### src/rtl/sw_core_arbiter_if.sv
// Purpose : bundle of requester, response and SW-core handshake signals
//           for sw_core_arbiter.
// Ports   : slave modport = arbiter view, master modport = environment view.
// Latency : none (wiring only); backpressure is carried by the ready/valid pairs.
interface sw_core_arbiter_if #(
  parameter int SEQ_W = 256,
  parameter int RES_W = 64
);
  // requester side
  logic             req0_valid;
  logic             req1_valid;
  logic             req0_ready;
  logic             req1_ready;
  logic [SEQ_W-1:0] req0_ref;
  logic [SEQ_W-1:0] req1_ref;
  logic [SEQ_W-1:0] req0_read;
  logic [SEQ_W-1:0] req1_read;
  // result consumer side
  logic             rsp_valid;
  logic             rsp_ready;
  logic             rsp_id;
  logic             rsp_timeout;
  logic [RES_W-1:0] rsp_score;
  logic [RES_W-1:0] rsp_row;
  logic [RES_W-1:0] rsp_col;
  // SW core side
  logic             core_i_valid;
  logic             core_o_ready;
  logic [SEQ_W-1:0] core_ref;
  logic [SEQ_W-1:0] core_read;
  logic             core_i_ready;
  logic             core_o_valid;
  logic [RES_W-1:0] core_score;
  logic [RES_W-1:0] core_row;
  logic [RES_W-1:0] core_col;

  modport slave (
    input  req0_valid, req1_valid, req0_ref, req1_ref, req0_read, req1_read,
    output req0_ready, req1_ready,
    output rsp_valid, rsp_id, rsp_timeout, rsp_score, rsp_row, rsp_col,
    input  rsp_ready,
    output core_i_valid, core_ref, core_read, core_i_ready,
    input  core_o_ready, core_o_valid, core_score, core_row, core_col
  );

  modport master (
    output req0_valid, req1_valid, req0_ref, req1_ref, req0_read, req1_read,
    input  req0_ready, req1_ready,
    input  rsp_valid, rsp_id, rsp_timeout, rsp_score, rsp_row, rsp_col,
    output rsp_ready,
    input  core_i_valid, core_ref, core_read, core_i_ready,
    output core_o_ready, core_o_valid, core_score, core_row, core_col
  );
endinterface

### src/rtl/sw_core_arbiter.sv
// Purpose : round-robin arbiter sharing one Smith-Waterman core between two
//           requesters, with a per-job watchdog that turns a hung core into a
//           timeout response.
// Latency : grant -> core_i_valid 1 cycle; core result -> rsp_valid 1 cycle.
// Backpr. : core_i_valid held until core_o_ready; rsp held until rsp_ready;
//           requesters only see ready in IDLE.
// Ports   : avm_clk, avm_rst (async, active-high), bus (sw_core_arbiter_if.slave).
module sw_core_arbiter #(
  parameter int SEQ_W     = 256,
  parameter int RES_W     = 64,
  parameter int TO_CYCLES = 4096
) (
  input  logic                avm_clk,
  input  logic                avm_rst,
  sw_core_arbiter_if.slave    bus
);

  localparam int CNT_W = $clog2(TO_CYCLES);
  localparam logic [CNT_W-1:0] CNT_LIM = CNT_W'(TO_CYCLES - 1);

  typedef enum logic [1:0] {
    S_IDLE  = 2'd0,
    S_ISSUE = 2'd1,
    S_WAIT  = 2'd2,
    S_RESP  = 2'd3
  } state_t;

  state_t           r_state;
  state_t           w_state_nxt;

  logic [CNT_W-1:0] r_cnt;
  logic             r_last_grant;   // 1: requester 1 won the previous grant
  logic             r_id;
  logic             r_timeout;
  logic [SEQ_W-1:0] r_ref;
  logic [SEQ_W-1:0] r_read;
  logic [RES_W-1:0] r_score;
  logic [RES_W-1:0] r_row;
  logic [RES_W-1:0] r_col;

  logic             w_any_req;
  logic             w_gnt1;
  logic             w_cnt_lim;
  logic             w_req0_rdy;
  logic             w_req1_rdy;
  logic             w_core_i_valid;
  logic             w_core_i_ready;
  logic             w_rsp_valid;

  assign w_any_req = bus.req0_valid | bus.req1_valid;
  // Requester 1 wins when it is alone, or on a tie when requester 0 went last.
  assign w_gnt1    = bus.req1_valid & (~bus.req0_valid | ~r_last_grant);
  assign w_cnt_lim = (r_cnt == CNT_LIM);

  always_ff @(posedge avm_clk or posedge avm_rst) begin
    if (avm_rst) r_state <= S_IDLE;
    else         r_state <= w_state_nxt;
  end

  always_comb begin
    w_state_nxt    = r_state;
    w_req0_rdy     = 1'b0;
    w_req1_rdy     = 1'b0;
    w_core_i_valid = 1'b0;
    w_core_i_ready = 1'b0;
    w_rsp_valid    = 1'b0;
    case (r_state)
      S_IDLE: begin
        if (w_any_req) begin
          w_req0_rdy  = ~w_gnt1;
          w_req1_rdy  = w_gnt1;
          w_state_nxt = S_ISSUE;
        end
      end
      S_ISSUE: begin
        w_core_i_valid = 1'b1;
        if (bus.core_o_ready) w_state_nxt = S_WAIT;
      end
      S_WAIT: begin
        w_core_i_ready = 1'b1;
        if (bus.core_o_valid || w_cnt_lim) w_state_nxt = S_RESP;
      end
      S_RESP: begin
        w_rsp_valid = 1'b1;
        if (bus.rsp_ready) w_state_nxt = S_IDLE;
      end
      default: w_state_nxt = S_IDLE;
    endcase
  end

  always_ff @(posedge avm_clk or posedge avm_rst) begin
    if (avm_rst) begin
      r_cnt        <= '0;
      r_last_grant <= 1'b1;
      r_id         <= 1'b0;
      r_timeout    <= 1'b0;
      r_ref        <= '0;
      r_read       <= '0;
      r_score      <= '0;
      r_row        <= '0;
      r_col        <= '0;
    end else begin
      case (r_state)
        S_IDLE: begin
          r_cnt <= '0;
          if (w_any_req) begin
            r_ref        <= w_gnt1 ? bus.req1_ref  : bus.req0_ref;
            r_read       <= w_gnt1 ? bus.req1_read : bus.req0_read;
            r_id         <= w_gnt1;
            r_last_grant <= w_gnt1;
          end
        end
        S_ISSUE: r_cnt <= '0;
        S_WAIT: begin
          // A result arriving on the limit cycle still counts as a normal result.
          if (bus.core_o_valid) begin
            r_score   <= bus.core_score;
            r_row     <= bus.core_row;
            r_col     <= bus.core_col;
            r_timeout <= 1'b0;
            r_cnt     <= '0;
          end else if (w_cnt_lim) begin
            r_score   <= '0;
            r_row     <= '0;
            r_col     <= '0;
            r_timeout <= 1'b1;
            r_cnt     <= '0;
          end else begin
            r_cnt <= r_cnt + 1'b1;
          end
        end
        default: r_cnt <= '0;
      endcase
    end
  end

  // The grant ready is combinational on the request, so mask it while reset
  // is held to keep every output quiet during reset.
  assign bus.req0_ready   = w_req0_rdy & ~avm_rst;
  assign bus.req1_ready   = w_req1_rdy & ~avm_rst;
  assign bus.core_i_valid = w_core_i_valid;
  assign bus.core_i_ready = w_core_i_ready;
  assign bus.core_ref     = r_ref;
  assign bus.core_read    = r_read;
  assign bus.rsp_valid    = w_rsp_valid;
  assign bus.rsp_id       = r_id;
  assign bus.rsp_timeout  = r_timeout;
  assign bus.rsp_score    = r_score;
  assign bus.rsp_row      = r_row;
  assign bus.rsp_col      = r_col;

endmodule

### src/flat_wrapper.sv
// flat-port wrapper written by rule: the top's interface ports become plain ports
module sw_core_arbiter_flat 
#(
  parameter int SEQ_W     = 256,
  parameter int RES_W     = 64,
  parameter int TO_CYCLES = 4096
)
  (avm_clk, avm_rst, bus_req0_valid, bus_req1_valid, bus_req0_ref, bus_req1_ref, bus_req0_read, bus_req1_read, bus_req0_ready, bus_req1_ready, bus_rsp_valid, bus_rsp_id, bus_rsp_timeout, bus_rsp_score, bus_rsp_row, bus_rsp_col, bus_rsp_ready, bus_core_i_valid, bus_core_ref, bus_core_read, bus_core_i_ready, bus_core_o_ready, bus_core_o_valid, bus_core_score, bus_core_row, bus_core_col);
  sw_core_arbiter_if #(.SEQ_W(SEQ_W), .RES_W(RES_W)) bus_i ();
  input  logic avm_clk;
  input  logic avm_rst;
  input wire logic [$bits(bus_i.req0_valid)-1:0] bus_req0_valid;
  input wire logic [$bits(bus_i.req1_valid)-1:0] bus_req1_valid;
  input wire logic [$bits(bus_i.req0_ref)-1:0] bus_req0_ref;
  input wire logic [$bits(bus_i.req1_ref)-1:0] bus_req1_ref;
  input wire logic [$bits(bus_i.req0_read)-1:0] bus_req0_read;
  input wire logic [$bits(bus_i.req1_read)-1:0] bus_req1_read;
  output wire logic [$bits(bus_i.req0_ready)-1:0] bus_req0_ready;
  output wire logic [$bits(bus_i.req1_ready)-1:0] bus_req1_ready;
  output wire logic [$bits(bus_i.rsp_valid)-1:0] bus_rsp_valid;
  output wire logic [$bits(bus_i.rsp_id)-1:0] bus_rsp_id;
  output wire logic [$bits(bus_i.rsp_timeout)-1:0] bus_rsp_timeout;
  output wire logic [$bits(bus_i.rsp_score)-1:0] bus_rsp_score;
  output wire logic [$bits(bus_i.rsp_row)-1:0] bus_rsp_row;
  output wire logic [$bits(bus_i.rsp_col)-1:0] bus_rsp_col;
  input wire logic [$bits(bus_i.rsp_ready)-1:0] bus_rsp_ready;
  output wire logic [$bits(bus_i.core_i_valid)-1:0] bus_core_i_valid;
  output wire logic [$bits(bus_i.core_ref)-1:0] bus_core_ref;
  output wire logic [$bits(bus_i.core_read)-1:0] bus_core_read;
  output wire logic [$bits(bus_i.core_i_ready)-1:0] bus_core_i_ready;
  input wire logic [$bits(bus_i.core_o_ready)-1:0] bus_core_o_ready;
  input wire logic [$bits(bus_i.core_o_valid)-1:0] bus_core_o_valid;
  input wire logic [$bits(bus_i.core_score)-1:0] bus_core_score;
  input wire logic [$bits(bus_i.core_row)-1:0] bus_core_row;
  input wire logic [$bits(bus_i.core_col)-1:0] bus_core_col;
  assign bus_i.req0_valid = bus_req0_valid;
  assign bus_i.req1_valid = bus_req1_valid;
  assign bus_i.req0_ref = bus_req0_ref;
  assign bus_i.req1_ref = bus_req1_ref;
  assign bus_i.req0_read = bus_req0_read;
  assign bus_i.req1_read = bus_req1_read;
  assign bus_req0_ready = bus_i.req0_ready;
  assign bus_req1_ready = bus_i.req1_ready;
  assign bus_rsp_valid = bus_i.rsp_valid;
  assign bus_rsp_id = bus_i.rsp_id;
  assign bus_rsp_timeout = bus_i.rsp_timeout;
  assign bus_rsp_score = bus_i.rsp_score;
  assign bus_rsp_row = bus_i.rsp_row;
  assign bus_rsp_col = bus_i.rsp_col;
  assign bus_i.rsp_ready = bus_rsp_ready;
  assign bus_core_i_valid = bus_i.core_i_valid;
  assign bus_core_ref = bus_i.core_ref;
  assign bus_core_read = bus_i.core_read;
  assign bus_core_i_ready = bus_i.core_i_ready;
  assign bus_i.core_o_ready = bus_core_o_ready;
  assign bus_i.core_o_valid = bus_core_o_valid;
  assign bus_i.core_score = bus_core_score;
  assign bus_i.core_row = bus_core_row;
  assign bus_i.core_col = bus_core_col;
  sw_core_arbiter #(.SEQ_W(SEQ_W), .RES_W(RES_W), .TO_CYCLES(TO_CYCLES)) u_core (.avm_clk(avm_clk), .avm_rst(avm_rst), .bus(bus_i));
endmodule
### config.mk
export PLATFORM = sky130hd
export DESIGN_NAME = sw_core_arbiter_flat
export DESIGN_NICKNAME = d
export VERILOG_FILES = /design/src/rtl/sw_core_arbiter_if.sv /design/src/rtl/sw_core_arbiter.sv /design/src/flat_wrapper.sv
export SDC_FILE = /design/constraint.sdc
export NUM_CORES = 2
export LEC_CHECK = 0
export ABC_AREA = 1
export CAP_MARGIN = 25
export CORE_AREA = 2 2 748 750
export CTS_CLUSTER_DIAMETER = 150
export DETAILED_ROUTE_END_ITERATION = 16
export DIE_AREA = 0 0 750 752
export PLACE_DENSITY = 0.32
export SLEW_MARGIN = 20
export SYNTH_ARGS = -nofsm -noshare
export SYNTH_HDL_FRONTEND = slang
export SYNTH_SLANG_ARGS = --single-unit
### constraint.sdc
create_clock -name avm_clk -period 30.7 [get_ports avm_clk]
set_input_delay 6.14 -clock avm_clk [delete_from_list [all_inputs] [get_ports avm_clk]]
set_output_delay 6.14 -clock avm_clk [all_outputs]
set_load 0.02 [all_outputs]
==> results.md <==
- Worst slew pin tran: 1.077 ns
- Top post-synthesis cells by count: 1116 x nand2_1, 720 x dfrtp_1, 578 x o21ai_0, 531 x nor2_1, 442 x o21ai_1
- Port bufs: 1933
- Seq/Total Area, Yosys: 58.28%
- F_max: 65.93 MHz
- Relative slew slack: 28.20%
- First-pass GRT wire length: 492600 um
- Clock Pin Slew Worst Setup and Hold Paths: 0.05 ns
- YS warnings: 0
- Hold Vio Cnt, Final: 0
- Die ar.: 564000 um^2
- CP arrival: 9.03 ns
- Final HPWL DP: 357300 um
- Synthesized flop and latch total: 721
- Setup Fix Bufs, Post-CTS: 0
- Max Cap Violations: 0
- Sink Count: 721
- Vias in the first global route: 36760
- Number of synthesized flops with an enable pin: 0
- Layout cell share with drive strength beyond 1: 4.190%
- Clock Skews: 0.05116 ns
- Synth area leader: dfrtp_1
- Die Wd: 750 um
- Syn Inst Count: 3716
- Final Max Tran Viols: 0
- WL per Instance: 31.33 um
- Num ports: 1934
- Static leakage: 23.75 nW
- Nets@finish: 6778
- # DRC: 0
- Final setup fails: 0
- Initial Util: 5.571%
- Post-synth top area share: 58.20%
- Core Region: 555700 um^2
- Largest cells by area after synthesis: dfrtp_1 58%, nand2_1 14%, o21ai_0 9.3%
- Antenna violations before repair: 403
- Final Instance Count excl. Fillers: 13180
- Worst setup SP type: input pin
- Clk_lat worst skew: 0.89 ns
- Worst vdd ir: 0.04686 mV
- Htree depth: 3
- Hold_buf cts: 0
- Crit path time final: 15.17 ns
- Power Density: 102.3 nW/um^2
- Vias: 36800
- Status: complete, no violations
- Worst Hold Class: reg2reg
- 1st-iter DRT viols: 2592
- Synth Flop Type: dfrtp_1
- Synth cell types: 25
- CTS Buffer Depth: 4
- DIE HEIGHT: 752 um
- Area grow syn2layout: 102.5%
- CTS Root Cell: clkbuf_16
- # rows: 274
- CP Capture Type: output pin
- Final wirelength: 412800 um
- RSZ-0062 raised after global routing: false
- GP Congestion: 0.8894
- Setup TNS Final: 0 ns
- Critical path fanouts, max: 90
- Critical path class: in2out
- Post-CTS Resized: 0
- Cell Count Post-Placement: 12880
- Reg2Reg Setup Slack: 25.78 ns
- Via/cell ratio: 2.793
- Largest net degree at the start of global routing: 157
- Most frequent cell after synthesis: nand2_1
- Syn nets: 4945
- Routed Antenna Nets: 0
- FFs w/ async S/R, synth: 100.0%
- Grt ovf: 0
- First-pass iteration count of the detailed router: 5
- Post-Syn Area: 30960 um^2
- Final Cycle Share: 49.41%
- CTS tree: built
- GRT Util Overall: 13.99%
- Fillcell total: 64460
- CP required: 24.56 ns
- Total CTS buffers: 115
- Syn_area_per_cell: 8.331 um^2
logic make-up (layout without fill, tap and decap cells):
family,count (synthesis),in the layout,synth area share [%]
DFF,721,721,58.28
and+or+nand+nor,1672,1672,20.41
adders and majority gates,6,6,0.2425
AOI/OAI and AO/OA,1024,1024,16.56
xor gates and xnor gates,5,5,0.1414
other,0,90,0
buffers and inverters,288,2205,4.357
cell usage in the layout (no fill, tap or decap), drive strengths merged, types with 2 or more instances in the layout:
cell type / instances
a21oi: 2
buf: 52
bufinv: 3
clkbuf: 166
clkdlybuf4s50: 1932
clkinv: 20
clkinvlp: 4
dfrtp: 720
diode: 90
ha: 6
inv: 28
nand2: 1118
nand3: 14
nor2: 533
nor3: 5
o21ai: 1020
xor2: 5
path summary, 6_finish.rpt:
kind / end / cells after the start / from
max: bus_req0_ready / 6 / bus_req0_valid
max in group asynchronous: u_core.bus.core_ref[39]$_DFFE_PP0P_ / 6 / avm_rst
min in group asynchronous: u_core.bus.core_read[74]$_DFFE_PP0P_ / 2 / avm_rst
max reg2reg: u_core.bus.core_ref[1]$_DFFE_PP0P_ / 11 / u_core.r_state[0]$_DFFE_PP0P_
min reg2reg: u_core.r_cnt[0]$_DFF_PP0_ / 1 / u_core.r_cnt[0]$_DFF_PP0_
min: u_core.r_cnt[0]$_DFF_PP0_ / 1 / u_core.r_cnt[0]$_DFF_PP0_
critical path, cell delays in order:
cell and delay (ns):
clkdlybuf4s50_1 0.79, nand2_1 0.24, nand2_8 0.48, inv_8 0.33, nor3_1 0.28, clkdlybuf4s50_1 0.64
stage by stage:
stage | power (mW) | util [%] | area (um^2) | setup slack, ns | hold slack, ns
final | 6.416 | 11.28 | 62700 | 15.53 | 0.4553
after global routing | 6.804 | 11.26 | 62570 | 15.14 | 0.4837
after CTS | 6.557 | 11.24 | 62470 | 15.17 | 0.4626
after detailed placement | 5.155 | 10.59 | 58860 | 15.24 | 0.4555
after global placement | 5.161 | 10.58 | 58810 | 15.15 | 0.4560
after floorplan | 3.039 | - | 30960 | 4.336 | 0.4331
state kept, by name, summed over array words and instances, names as in the netlist:
name                    flops
u_core.bus.core_ref       256
u_core.bus.rsp_row         64
u_core.r_cnt               12
u_core.bus.core_read      256
u_core.bus.rsp_id           1
u_core.r_state              2
u_core.bus.rsp_score       64
u_core.bus.rsp_col         64
u_core.r_last_grant         1
u_core.bus.rsp_timeout      1
report_power, final:
| group | switching (mW) | internal, mW |
|---|---|---|
| logic | 2.14 | 1.21 |
| clock network | 0.569 | 0.765 |
| registers | 0.309 | 1.42 |
| total | 3.02 | 3.40 |
cell type report:
cell class / count / area (um^2) / area share (%)
Clock inverter: 35 / 312.8 / 0.4989
Tap cell: 7452 / 9324 / 14.87
Clock buffer: 166 / 3299 / 5.262
Sequential cell: 721 / 18040 / 28.78
Timing Repair Buffer: 1984 / 19790 / 31.56
Multi-Input combinational cell: 2707 / 11600 / 18.50
Inverter: 20 / 105.1 / 0.1676
Antenna cell: 90 / 225.2 / 0.3592
per-layer routing:
metal | track usage, % | vias up | part of all wire [%]
met2 | 20.70 | 2223 | 42
li1 | - | 15900 | -
met4 | 5.274 | 282 | 4.4
met1 | 14.87 | 17510 | 36
met5 | 0 | - | 0.44
met3 | 10.92 | 881 | 17
No activity file was read; power rests on OpenSTA's default activity.
